File: src/rtl/dataset_stream_source.sv
// Dataset replay source: holds SIZE input/teacher entries and streams them for EPOCHS epochs
// on two independent valid/ready channels (teacher channels zero-extended to WT bits).
module dataset_stream_source #(
    parameter int    SIZE   = 3,
    parameter int    NI     = 3,
    parameter int    NO     = 2,
    parameter int    WF     = 8,
    parameter int    WT     = 11,
    parameter int    EPOCHS = 1,
    parameter string BURST  = "yes",
    localparam int   AW     = (SIZE > 1) ? $clog2(SIZE) : 1
) (
    input  logic                  iCLK,
    input  logic                  iRST,
    input  logic                  iWe,
    input  logic [AW-1:0]         iWAddr,
    input  logic [(NI+NO)*WF-1:0] iWData,
    input  logic                  iStart,
    input  logic                  iTeach,
    output logic                  oBusy,
    output logic                  oDone,
    output logic                  oValid_BM_Input,
    input  logic                  iReady_BM_Input,
    output logic [NI*WF-1:0]      oData_BM_Input,
    output logic                  oValid_BM_Teacher,
    input  logic                  iReady_BM_Teacher,
    output logic [NO*WT-1:0]      oData_BM_Teacher
);

    localparam int              ENTRY_W  = (NI + NO) * WF;
    localparam int              EW       = (EPOCHS > 1) ? $clog2(EPOCHS) : 1;
    localparam bit              GAPS     = (BURST == "no");
    localparam logic [AW-1:0]   PTR_LAST = AW'(SIZE - 1);
    localparam logic [EW-1:0]   EP_LAST  = EW'(EPOCHS - 1);
    localparam logic [AW:0]     SIZE_W   = (AW + 1)'(SIZE);

    typedef enum logic [1:0] {IDLE, RUN, DONE} top_t;
    typedef enum logic [1:0] {ACTIVE, GAP, FINISHED} sub_t;

    top_t state, state_next;
    sub_t sub [2];
    sub_t sub_next [2];
    logic [AW-1:0] ptr [2];
    logic [AW-1:0] ptr_next [2];
    logic [EW-1:0] epoch [2];
    logic [EW-1:0] epoch_next [2];
    logic [1:0] ready, valid, fire, last;

    logic [ENTRY_W-1:0] mem [SIZE];
    logic [ENTRY_W-1:0] start_entry;
    logic [NI*WF-1:0]   data_in;
    logic [NO*WT-1:0]   data_teach;

    function automatic logic [NO*WT-1:0] widen(input logic [NO*WF-1:0] t);
        logic [NO*WT-1:0] r;
        r = '0;
        for (int k = 0; k < NO; k++) begin
            r[k*WT +: WT] = WT'(t[k*WF +: WF]);
        end
        return r;
    endfunction

    assign ready = {iReady_BM_Teacher, iReady_BM_Input};

    // Index 0 is the input stream, index 1 the teacher stream.
    always_comb begin
        valid = '0;
        fire  = '0;
        last  = '0;
        for (int s = 0; s < 2; s++) begin
            valid[s] = (state == RUN) && (sub[s] == ACTIVE);
            fire[s]  = valid[s] && ready[s];
            last[s]  = (ptr[s] == PTR_LAST) && (EPOCHS != 0) && (epoch[s] == EP_LAST);
        end
    end

    always_comb begin
        state_next = state;
        for (int s = 0; s < 2; s++) begin
            sub_next[s]   = sub[s];
            ptr_next[s]   = ptr[s];
            epoch_next[s] = epoch[s];
        end
        case (state)
            IDLE: begin
                if (iStart) begin
                    state_next = RUN;
                    for (int s = 0; s < 2; s++) begin
                        ptr_next[s]   = '0;
                        epoch_next[s] = '0;
                        sub_next[s]   = ((s == 1) && !iTeach) ? FINISHED : ACTIVE;
                    end
                end
            end
            RUN: begin
                for (int s = 0; s < 2; s++) begin
                    case (sub[s])
                        ACTIVE: begin
                            if (fire[s]) begin
                                if (ptr[s] == PTR_LAST) begin
                                    ptr_next[s]   = '0;
                                    epoch_next[s] = epoch[s] + 1'b1;
                                end else begin
                                    ptr_next[s] = ptr[s] + 1'b1;
                                end
                                sub_next[s] = last[s] ? FINISHED : (GAPS ? GAP : ACTIVE);
                            end
                        end
                        GAP:     sub_next[s] = ACTIVE;
                        default: sub_next[s] = sub[s];
                    endcase
                end
                if ((sub_next[0] == FINISHED) && (sub_next[1] == FINISHED)) begin
                    state_next = DONE;
                end
            end
            DONE:    state_next = IDLE;
            default: state_next = IDLE;
        endcase
    end

    always_ff @(posedge iCLK or negedge iRST) begin
        if (!iRST) begin
            state <= IDLE;
            for (int s = 0; s < 2; s++) begin
                sub[s]   <= FINISHED;
                ptr[s]   <= '0;
                epoch[s] <= '0;
            end
        end else begin
            state <= state_next;
            for (int s = 0; s < 2; s++) begin
                sub[s]   <= sub_next[s];
                ptr[s]   <= ptr_next[s];
                epoch[s] <= epoch_next[s];
            end
        end
    end

    // Dataset is deliberately left out of reset so it survives an aborted run.
    always_ff @(posedge iCLK) begin
        if ((state == IDLE) && iWe && ({1'b0, iWAddr} < SIZE_W)) begin
            mem[iWAddr] <= iWData;
        end
    end

    assign start_entry = (iWe && (iWAddr == '0)) ? iWData : mem[0];

    // Next entry is fetched on the accepting edge, so a gap cycle needs no extra fetch.
    always_ff @(posedge iCLK or negedge iRST) begin
        if (!iRST) begin
            data_in    <= '0;
            data_teach <= '0;
        end else if ((state == IDLE) && iStart) begin
            data_in    <= start_entry[NI*WF-1:0];
            data_teach <= widen(start_entry[ENTRY_W-1:NI*WF]);
        end else begin
            if (fire[0] && !last[0]) begin
                data_in <= mem[ptr_next[0]][NI*WF-1:0];
            end
            if (fire[1] && !last[1]) begin
                data_teach <= widen(mem[ptr_next[1]][ENTRY_W-1:NI*WF]);
            end
        end
    end

    assign oValid_BM_Input   = valid[0];
    assign oValid_BM_Teacher = valid[1];
    assign oData_BM_Input    = data_in;
    assign oData_BM_Teacher  = data_teach;
    assign oBusy             = (state == RUN);
    assign oDone             = (state == DONE);

endmodule

File: config.mk
export PLATFORM = sky130hd
export DESIGN_NAME = dataset_stream_source
export DESIGN_NICKNAME = d
export VERILOG_FILES = /design/src/rtl/dataset_stream_source.sv
export SDC_FILE = /design/constraint.sdc
export NUM_CORES = 1
export LEC_CHECK = 0
export CORE_MARGIN = 1.5
export CORE_UTILIZATION = 45
export CTS_CLUSTER_DIAMETER = 200
export CTS_CLUSTER_SIZE = 20
export DETAILED_ROUTE_END_ITERATION = 7
export DONT_BUFFER_PORTS = 1
export MAX_ROUTING_LAYER = met4
export PLACE_DENSITY_LB_ADDON = 0.1
export SLEW_MARGIN = 25
export SYNTH_ARGS = -nofsm -noshare
export SYNTH_HDL_FRONTEND = slang
export SYNTH_SLANG_ARGS = --single-unit
File: constraint.sdc
create_clock -name iCLK -period 4.7 [get_ports iCLK]
set_input_delay 0.94 -clock iCLK [delete_from_list [all_inputs] [get_ports iCLK]]
set_output_delay 0.94 -clock iCLK [all_outputs]
set_load 0.1 [all_outputs]
==> run summary <==
Tmin final = 3.11 ns
Routed WL = 16.0 mm
fin util = 51.6%
mapped cell area = 0.00746 mm2
Slew Viols, Final = 0
top_reg_cell synth = edfxtp_1
post-synthesis sequential element count = 172
Post-CTS Resized = 0
fin crit share = 66.1%
post-detail-place hpwl = 9.29 mm
Crit Path Max Fanout = 15
via count = 4352
die area = 0.0174 mm2
core area = 0.0161 mm2
CTS clk-pin slew, worst paths = 0.07 ns
Worst Tran Pin Value = 1.05 ns
Clk pwr share = 22.8%
TritonCTS Sinks = 172
initial antenna violation count = 0
max_slew headroom = 29.4%
setup TNS = 0 ns
Antenna Violating Nets Remaining = 0
Hold WC Path Type = input pin to asynchronous set/reset pin
share of power burned in registers = 50.6%
H-Tree Depth = 4
drt wl/cell = 20.7 um
vias in the first global route = 4468
Setup-failing EPs final = 0
synth top area cells = edfxtp_1 (48%), dfrtp_1 (17%), mux2i_1 (8.7%), a22oi_2 (3.9%), nand2_1 (3.6%)
largest net degree at the start of global routing = 53
Root Buffer = clkbuf_16
die height = 132 um
Synth Area in XOR/XNOR = 0%
GRT Overall Usage = 19.8%
run status = completed
P_int = 3.37 mW
Initial Util = 46.5%
synth warn = 0
Max clock buf depth = 2
crit end category = primary output
Max-Cap Viols = 0
critical path launch point type = flop
unrepaired setup endpoints after global routing = no
# DRC = 0
Syn Inst Count = 545
Max IR drop VDD = 385 uV
CP Data Arrival Time = 2.17 ns
Post-synth EDFFs = 120
post-synthesis mux area share = 8.72%
area grow syn2layout = 11.0%
CTS tree = done
Clk Latency, worst-skew pair = 0.43 ns
sequential area share after synthesis = 65.8%
cell row count = 46
post-route cell area = 0.00829 mm2
Synth top area share = 48.3%
Placer Congestion = 0.763
post-CTS setup repair buffer count = 0
P_leak = 3.06 nW
switching share of power = 46.6%
synth unique cells = 45
worst endpoint required time = 3.76 ns
crit path from = state[0]
final worst-path setup slack = 1.59 ns
layout cell share with drive strength beyond 1 = 15.2%
worst slack, placed = 1.68 ns
ant diodes = 0
post-synthesis adder-cell area fraction = 0%
Synth Area in Simple Gates = 8.30%
Syn Area/Cell = 13.7 um2
Worst Clk Skew = 0.0129 ns
Num CTS Buffers = 17
reg2reg start = state[0]
Cell Pwr Density = 762 mW/mm2
asr flop ratio synth = 30.2%
Chip Width = 132 um
placed instance area = 0.00768 mm2
first-pass GRT wire length = 25.2 mm
DRT Pass-1 Iters = 5
WS Path Type = flop to primary output
First DRT Iteration DRCs = 257
fin nets = 595
fmax = 322 MHz
largest family of logic cells by synthesized area = compound AO/OA/AOI/OAI gates
Final Hold Fails = 0
num ports = 99
drt via density = 5.62
grt ovf = 0
hold_buf cts = 0
Combinational Power Share = 26.6%
IO Port Bufs = 0
Psw = 2.95 mW
Synth Area in Compound Gates = 13.6%
cell taking the most area after synthesis = edfxtp_1
## flip-flops by register name, summed over array words and instances (netlist names)
| register | flops |
|---|---|
| epoch | 2 |
| ptr | 4 |
| oData_BM_Teacher | 16 |
| state | 2 |
| sub | 4 |
| oData_BM_Input | 24 |
| mem | 120 |
## power by group through the flow
stage                     clock [mW]  sequential (mW)  combinational, mW
after floorplan                    0             3.14               1.42
after global placement             0             3.23               1.66
after detailed placement           0             3.24               1.69
after CTS                       1.47             3.20               1.70
after global routing            1.53             3.23               1.85
final                           1.44             3.20               1.68
## cell families after synthesis
logic type / count (synthesis)
multiplexers: 65
flip-flops: 172
AND/OR/NAND/NOR: 134
AO/OA/AOI/OAI: 130
other: 1
buffers and inverters: 43
## cell usage after synthesis, drive strengths merged, types with 8 or more instances
| cell type | instances |
|---|---|
| nor2 | 32 |
| edfxtp | 120 |
| a22oi | 25 |
| inv | 8 |
| a21oi | 11 |
| dfrtp | 50 |
| nand2 | 72 |
| buf | 30 |
| o21ai | 41 |
| a221o | 14 |
| mux2i | 65 |
| a21o | 24 |
## per-stage QoR
stage	power, mW	hold slack, ns	cells
after floorplan	4.56	0.455	550
after global placement	4.89	0.458	743
after detailed placement	4.93	0.464	743
after CTS	6.38	0.189	775
after global routing	6.61	0.182	775
final	6.32	0.203	775
## path summary, 6_finish.rpt
| path | depth (start not counted) | end | slack (ns) |
|---|---|---|---|
| worst min-delay path | 0 | oData_BM_Input[23] | 0.20 |
| worst min register to register | 1 | oData_BM_Teacher[4] | 0.47 |
| max in group asynchronous | 0 | sub[3] | 4.32 |
| worst max-delay path | 2 | oBusy | 1.59 |
| worst max register to register | 7 | oData_BM_Input[22] | 2.00 |
| min in group iCLK | 1 | oData_BM_Teacher[4] | 0.47 |
## cells in the final DEF, fill, tap and decap left out, drive strengths merged, types with 3 or more instances in the layout
master / netlist / routed
and2: 4 / 4
nand2b: 4 / 4
conb: 1 / 6
edfxtp: 120 / 120
nor2: 32 / 32
clkinvlp: 0 / 3
dfrtp: 50 / 50
a221o: 14 / 14
bufinv: 0 / 3
inv: 8 / 15
clkbuf: 5 / 17
a22oi: 25 / 25
mux2i: 65 / 65
nor2b: 4 / 4
a21o: 24 / 24
o221ai: 3 / 3
nand3: 4 / 4
o21a: 3 / 3
o21ai: 41 / 41
nand2: 72 / 72
a21oi: 11 / 11
buf: 30 / 12
nor3b: 6 / 6
## final cells by class
cell class	count	area [um2]
Fill cell	1359	7770
Sequential cell	172	4910
Multi-Input combinational cell	335	2360
Clock buffer	17	425
Tap cell	216	270
Clock inverter	15	183
Timing Repair Buffer	12	110
Inverter	8	30.0
## layer usage
layer	vias up	global-route usage, %	part of all wire, %
met4	0	6.60	0.94
met2	130	31.0	49
met1	2188	24.7	43
li1	2020	-	-
met5	-	-	0
met3	14	6.04	7.0
## worst max-delay path: stages, from the launching register on
cell and delay [ns]:
dfrtp_1 0.64, or2b_1 0.39, inv_1 0.72
(Power assumes the default switching activity.)
